**config.mk**
```make
export PLATFORM = sky130hd
export DESIGN_NAME = line_buffer_ctrl
export DESIGN_NICKNAME = d
export VERILOG_FILES = /design/src/rtl/line_buffer_pkg.sv /design/src/rtl/lbc_raster_counter.sv /design/src/rtl/line_buffer_ctrl.sv
export SDC_FILE = /design/constraint.sdc
export NUM_CORES = 1
export LEC_CHECK = 0
export ABC_CLOCK_PERIOD_IN_PS = 4300
export CORE_ASPECT_RATIO = 1.25
export CORE_MARGIN = 5
export CORE_UTILIZATION = 50
export DETAILED_ROUTE_END_ITERATION = 16
export GPL_ROUTABILITY_DRIVEN = 0
export PLACE_DENSITY = 0.85
export SLEW_MARGIN = 20
export SYNTH_ARGS = -nofsm -noshare
export SYNTH_HDL_FRONTEND = slang
export SYNTH_SLANG_ARGS = --single-unit
```
**constraint.sdc**
```tcl
create_clock -name clk -period 4.3 [get_ports clk]
set_input_delay 1.29 -clock clk [delete_from_list [all_inputs] [get_ports clk]]
set_output_delay 1.29 -clock clk [all_outputs]
set_load 0.05 [all_outputs]
```
**src/rtl/line_buffer_pkg.sv**
```systemverilog
// Shared types for the line buffer sequencer: FSM state encoding and the
// helper that sizes physical line indices.
package line_buffer_pkg;

  typedef enum logic [2:0] {
    IDLE,
    SYNC,
    PRIME,
    STREAM,
    DONE
  } lbc_state_t;

  function automatic int line_idx_w(input int num_lines);
    return (num_lines > 1) ? $clog2(num_lines) : 1;
  endfunction

endpackage

```
**src/rtl/lbc_raster_counter.sv**
```systemverilog
// Column/row position of the next accepted pixel within the frame, with
// end-of-line and end-of-frame flags for the pixel at the current position.
module lbc_raster_counter #(
  parameter int ADDR_WIDTH = 14,
  parameter int IMG_WIDTH  = 640,
  parameter int IMG_HEIGHT = 480
) (
  input  logic                  clk,
  input  logic                  reset,
  input  logic                  clr,
  input  logic                  adv,
  output logic [ADDR_WIDTH-1:0] col,
  output logic [15:0]           row,
  output logic                  eol,
  output logic                  eof
);

  localparam logic [ADDR_WIDTH-1:0] COL_LAST = ADDR_WIDTH'(IMG_WIDTH - 1);
  localparam logic [15:0]           ROW_LAST = 16'(IMG_HEIGHT - 1);

  assign eol = (col == COL_LAST);
  assign eof = eol && (row == ROW_LAST);

  always_ff @(posedge clk) begin
    if (reset || clr) begin
      col <= '0;
      row <= '0;
    end else if (adv) begin
      if (eol) begin
        col <= '0;
        row <= row + 16'd1;
      end else begin
        col <= col + ADDR_WIDTH'(1);
      end
    end
  end

endmodule

```
**src/rtl/line_buffer_ctrl.sv**
```systemverilog
// Line buffer sequencer: drives buffer writes/rotation and flags full windows.
// Optional LBC_STATS_EN adds stall_cnt and frame_cnt outputs.
//   state  | meaning
//   IDLE   | waiting for start
//   SYNC   | one lb_eol to realign buffer read address and rotate line
//   PRIME  | filling rows 0..KERNEL_SIZE-2, no windows
//   STREAM | filling remaining rows, one window column per accept
//   DONE   | frame_done pulse
module line_buffer_ctrl
  import line_buffer_pkg::*;
#(
  parameter int DATA_WIDTH  = 16,
  parameter int NUM_LINES   = 4,
  parameter int KERNEL_SIZE = 3,
  parameter int IMG_WIDTH   = 640,
  parameter int IMG_HEIGHT  = 480,
  parameter int ADDR_WIDTH  = 14
) (
  input  logic                               clk,
  input  logic                               reset,
  input  logic                               start,
  input  logic                               s_valid,
  input  logic [DATA_WIDTH-1:0]              s_data,
  output logic                               s_ready,
  input  logic                               m_ready,
  output logic                               lb_we,
  output logic [ADDR_WIDTH-1:0]              lb_wr_addr,
  output logic [DATA_WIDTH-1:0]              lb_data,
  output logic                               lb_eol,
  output logic                               lb_rd_adv,
  output logic                               win_valid,
  output logic [DATA_WIDTH-1:0]              win_px,
  output logic [line_idx_w(NUM_LINES)-1:0]   win_base,
  output logic [ADDR_WIDTH-1:0]              win_col,
  output logic [15:0]                        win_row,
  output logic                               busy,
  output logic                               frame_done
`ifdef LBC_STATS_EN
  ,
  output logic [31:0]                        stall_cnt,
  output logic [15:0]                        frame_cnt
`endif
);

  localparam int LINE_W = line_idx_w(NUM_LINES);
  localparam int BACK   = (KERNEL_SIZE - 1) % NUM_LINES;
  localparam logic [15:0] PRIME_LAST_ROW = 16'(KERNEL_SIZE - 2);

  if (NUM_LINES < KERNEL_SIZE) begin : g_chk_lines
    $error("line_buffer_ctrl: NUM_LINES must be >= KERNEL_SIZE");
  end
  if (IMG_WIDTH > 16384 || IMG_WIDTH > (1 << ADDR_WIDTH)) begin : g_chk_width
    $error("line_buffer_ctrl: IMG_WIDTH exceeds 16384 or ADDR_WIDTH range");
  end
  if (IMG_HEIGHT == KERNEL_SIZE - 1) begin : g_chk_height
    $error("line_buffer_ctrl: IMG_HEIGHT must not equal KERNEL_SIZE-1");
  end
  if (DATA_WIDTH < 8 || DATA_WIDTH > 32) begin : g_chk_data
    $error("line_buffer_ctrl: DATA_WIDTH must be 8..32");
  end

  lbc_state_t state, state_nxt;
  logic       active;
  logic       acc;
  logic       in_stream;
  logic [ADDR_WIDTH-1:0] col;
  logic [15:0]           row;
  logic                  eol;
  logic                  eof;
  logic [LINE_W-1:0]     wr_line;
  logic [LINE_W-1:0]     oldest_line;

  assign active    = (state == PRIME) || (state == STREAM);
  assign in_stream = (state == STREAM);
  assign acc       = s_valid && active && m_ready;

  lbc_raster_counter #(
    .ADDR_WIDTH (ADDR_WIDTH),
    .IMG_WIDTH  (IMG_WIDTH),
    .IMG_HEIGHT (IMG_HEIGHT)
  ) u_raster (
    .clk   (clk),
    .reset (reset),
    .clr   (state == SYNC),
    .adv   (acc),
    .col   (col),
    .row   (row),
    .eol   (eol),
    .eof   (eof)
  );

  always_ff @(posedge clk) begin
    if (reset) state <= IDLE;
    else       state <= state_nxt;
  end

  always_comb begin
    state_nxt = state;
    unique case (state)
      IDLE:    if (start) state_nxt = SYNC;
      SYNC:    state_nxt = (KERNEL_SIZE > 1) ? PRIME : STREAM;
      PRIME:   if (acc && eol && (row == PRIME_LAST_ROW)) state_nxt = STREAM;
      STREAM:  if (acc && eof) state_nxt = DONE;
      DONE:    state_nxt = IDLE;
      default: state_nxt = IDLE;
    endcase
  end

  always_comb begin
    s_ready    = active && m_ready;
    lb_we      = acc;
    lb_rd_adv  = acc;
    lb_wr_addr = col;
    lb_data    = acc ? s_data : '0;
    lb_eol     = (state == SYNC) || (acc && eol);
    busy       = (state != IDLE);
    frame_done = (state == DONE);
  end

  // Mirrors the buffer's own unreset write-line pointer, so no reset here.
  always_ff @(posedge clk) begin
    if (lb_eol) begin
      wr_line <= (wr_line == LINE_W'(NUM_LINES - 1)) ? '0 : wr_line + LINE_W'(1);
    end
  end

  assign oldest_line = LINE_W'((int'(wr_line) + NUM_LINES - BACK) % NUM_LINES);

  always_ff @(posedge clk) begin
    if (reset) begin
      win_valid <= 1'b0;
      win_px    <= '0;
      win_base  <= '0;
      win_col   <= '0;
      win_row   <= '0;
    end else begin
      win_valid <= acc && in_stream;
      if (acc && in_stream) begin
        win_px   <= s_data;
        win_base <= oldest_line;
        win_col  <= col;
        win_row  <= row;
      end
    end
  end

`ifdef LBC_STATS_EN
  logic stall_now;
  assign stall_now = active && s_valid && !s_ready;

  always_ff @(posedge clk) begin
    if (reset) begin
      stall_cnt <= '0;
      frame_cnt <= '0;
    end else begin
      if (stall_now && (stall_cnt != '1)) stall_cnt <= stall_cnt + 32'd1;
      if (frame_done && (frame_cnt != '1)) frame_cnt <= frame_cnt + 16'd1;
    end
  end
`endif

endmodule

```
==> summary.md <==
| Metric | Value |
|---|---|
| Clk_skew | 0.006782 ns |
| Worst Path Max Fanout | 8 |
| Antenna violations before repair | 0 |
| Initial Util | 50.75% |
| Pwr dens | 317.2 nW/um^2 |
| Worst Hold Class | flip-flop to flip-flop |
| CTS tree | yes |
| Fin nets | 548 |
| Pre-Repair DR Iteration Count | 4 |
| Synth top area share | 47.23% |
| DP Worst Slack | 0.1882 ns |
| # diodes | 0 |
| Final hold violation count | 0 |
| Startpoint Class | primary input |
| Clock period minus worst slack | 4.129 ns |
| Clock tree root driver cell | clkbuf_8 |
| Post-DRT Antenna Nets | 0 |
| Inst Count DP | 602 |
| Peak supply drop | 0.2669 mV |
| Final Cycle Share | 96.02% |
| Number of flops mapped to enable cells by yosys | 2 |
| Buffer depth of the longest clock path | 2 |
| Power share of the sequential group | 49.9% |
| Clock network fraction of total power | 41.2% |
| Seq/Total Area, Yosys | 48.96% |
| Type of the worst setup path | primary input to primary output |
| Worst EP arrival | 2.84 ns |
| Fmax | 242.2 MHz |
| # Post-CTS Setup Buffers | 0 |
| Net Sw Frac | 24.01% |
| Routed vias | 3,272 |
| Critical hold path startpoint | win_px[5] |
| Post-Syn Nets | 451 |
| TNS Setup | 0 ns |
| Warnings, synthesis | 0 |
| GRT Residual Overflow | 0 |
| 1st-iter DRT viols | 153 |
| Resized Gates After CTS | 0 |
| Worst-path clk slew | 0.08 ns |
| Synth cell count leaders | 107 x nand2_1, 82 x dfxtp_1, 57 x a21oi_1 |
| DPL Wire Length | 6.961 mm |
| Critical Path End Type | primary output |
| Die ar. | 8730 sq um |
| TritonCTS Buffers | 9 |
| Logic pwr share | 9.0% |
| Drt drc | 0 |
| Worst skew pair latency | 0.35 ns |
| Critical Path RT | 3.01 ns |
| P_int | 1.211 mW |
| NetSw | 0.3828 mW |
| WL final | 9.525 mm |
| Post-synth top flop | dfxtp_1 |
| Top-count cell post-synth | nand2_1 |
| DR vias/cell | 5.294 |
| Global-route wire length before repair | 15.10 mm |
| Post-CTS Hold Fix Bufs | 0 |
| Final count of negative-setup-slack endpoints | 0 |
| Unique masters post-synth | 38 |
| Synth top area cells | dfxtp_1 47%, nand2_1 12%, a21oi_1 8.2% |
| Core area | 6849 sq um |
| Mapped cell area | 3476 sq um |
| Pleak | 1.737 nW |
| IO Count | 106 |
| Synth Register Bits | 84 |
| Die height | 103.2 um |
| Vias in the first global route | 3,089 |
| Rows | 34 |
| Fin worst setup slack | 0.1711 ns |
| RSZ-0062 raised after global routing | no |
| Area Growth Syn to Fin | 44.56% |
| Share of layout cells above drive strength 1 | 9.091% |
| Area leader, netlist | dfxtp_1 |
| Setup crit start | m_ready |
| RR Startpoint | u_raster.col[6] |
| Final Max Tran Viols | 0 |
| Fin cells | 618 |
| CTS H-Tree Depth | 3 |
| Largest net degree at the start of global routing | 54 |
| Slew HR | 45.99% |
| Status | finished clean |
| Asr flop ratio synth | 0% |
| Post-Synthesis Cells | 426 |
| Least-Margin Pin Slew | 0.8028 ns |
| IO Port Bufs | 105 |
| GR Util All Layers | 21.79% |
| Chip width | 84.58 um |
| WL/cell | 15.41 um |
| Max Cap Viol | 0 |
| Mapped Avg Cell Area | 8.159 sq um |
| Clock sink count | 84 |
==> metrics by stage <==
step                area [sq um]  power, mW  hold slack, ns  utilization, %
floorplan                   3476     0.8886          0.4402               -
global placement            4785     0.9543          0.4410           69.86
detailed placement          4785     0.9563          0.4467           69.86
CTS                         5025      1.602          0.4589           73.37
global route                5025      1.654          0.4801           73.37
finish                      5025      1.594          0.4573           73.37
==> critical path, stage by stage <==
cell and delay, ns:
clkdlybuf4s50_1 0.53, nand4b_4 0.18, inv_2 0.12, nand4_4 0.14
nor2_1 0.20, a21o_1 0.22, buf_12 0.16
==> per-layer routing <==
layer  global-route usage, %  up-vias  part of all wire [%]
met5                       0        -                     0
met4                   10.11        0                   2.5
met3                   4.517       19                   4.9
met2                   40.57      103                    55
met1                   23.82     1529                    38
li1                        -     1621                     -
==> power by group through the flow <==
| stage | Sequential [mW] | Combinational [mW] | Clock (mW) |
|---|---|---|---|
| finish | 0.795 | 0.143 | 0.657 |
| global route | 0.796 | 0.151 | 0.707 |
| CTS | 0.795 | 0.144 | 0.664 |
| detailed placement | 0.813 | 0.143 | 0 |
| global placement | 0.813 | 0.141 | 0 |
| floorplan | 0.816 | 0.0729 | 0 |
==> worst paths after layout <==
kind	endpoint	slack [ns]	cells past startpoint
max	lb_eol	0.17	7
min	win_px[5]	0.46	2
max reg2reg	u_raster.row[15]	1.73	5
min reg2reg	win_px[5]	0.46	2
==> registers in the layout (all words and copies together), names as in the netlist <==
register	cells
win_base	2
win_px	16
win_valid	1
wr_line	2
state	3
win_row	16
u_raster.col	14
u_raster.row	16
win_col	14
==> cells in the final DEF (no fill, tap or decap), types with 2 or more instances in the layout <==
cell             synthesis  layout
dfxtp_1                 82      82
edfxtp_1                 2       2
ha_1                     4       4
or3_1                    8       8
nand2_1                107     107
and3_1                   4       4
nor4_1                   6       6
nor2_1                  29      29
xor2_1                  10      10
o21ai_0                  5       5
inv_6                    0       2
buf_12                   0      20
o21bai_1                 2       2
and2_1                  22      22
a21oi_1                 57      57
or4_1                    5       5
nand4_1                  8       8
inv_1                    2       2
a211oi_1                 2       2
nand3b_1                 2       2
o211ai_1                 2       2
nor3b_1                  2       2
a21o_1                   2       2
nor3_1                   3       3
bufinv_16                0       2
clkbuf_8                 0       9
clkdlybuf4s50_1          0      84
nor2b_1                  2       2
buf_4                    1       7
xnor2_1                 10      10
nand3_1                 13      13
==> kinds of logic (layout without fill, tap and decap cells) <==
| logic type | count (synthesis) | count (layout) | share of synthesized area, % |
|---|---|---|---|
| compound gates | 73 | 73 | 11.19 |
| simple gates | 216 | 216 | 30.09 |
| flops | 84 | 84 | 48.96 |
| buf+inv | 29 | 131 | 3.275 |
| xor+xnor | 20 | 20 | 5.039 |
| fa+ha+maj | 4 | 4 | 1.440 |
==> layout make-up <==
class	count	area (sq um)
Clock buffer	10	148.9
Clock inverter	6	91.34
Fill cell	503	1824
Inverter	3	11.26
Multi-Input combinational cell	313	1660
Sequential cell	84	1702
Tap cell	90	112.6
Timing Repair Buffer	112	1299
No activity file was read; power rests on OpenSTA's default activity.
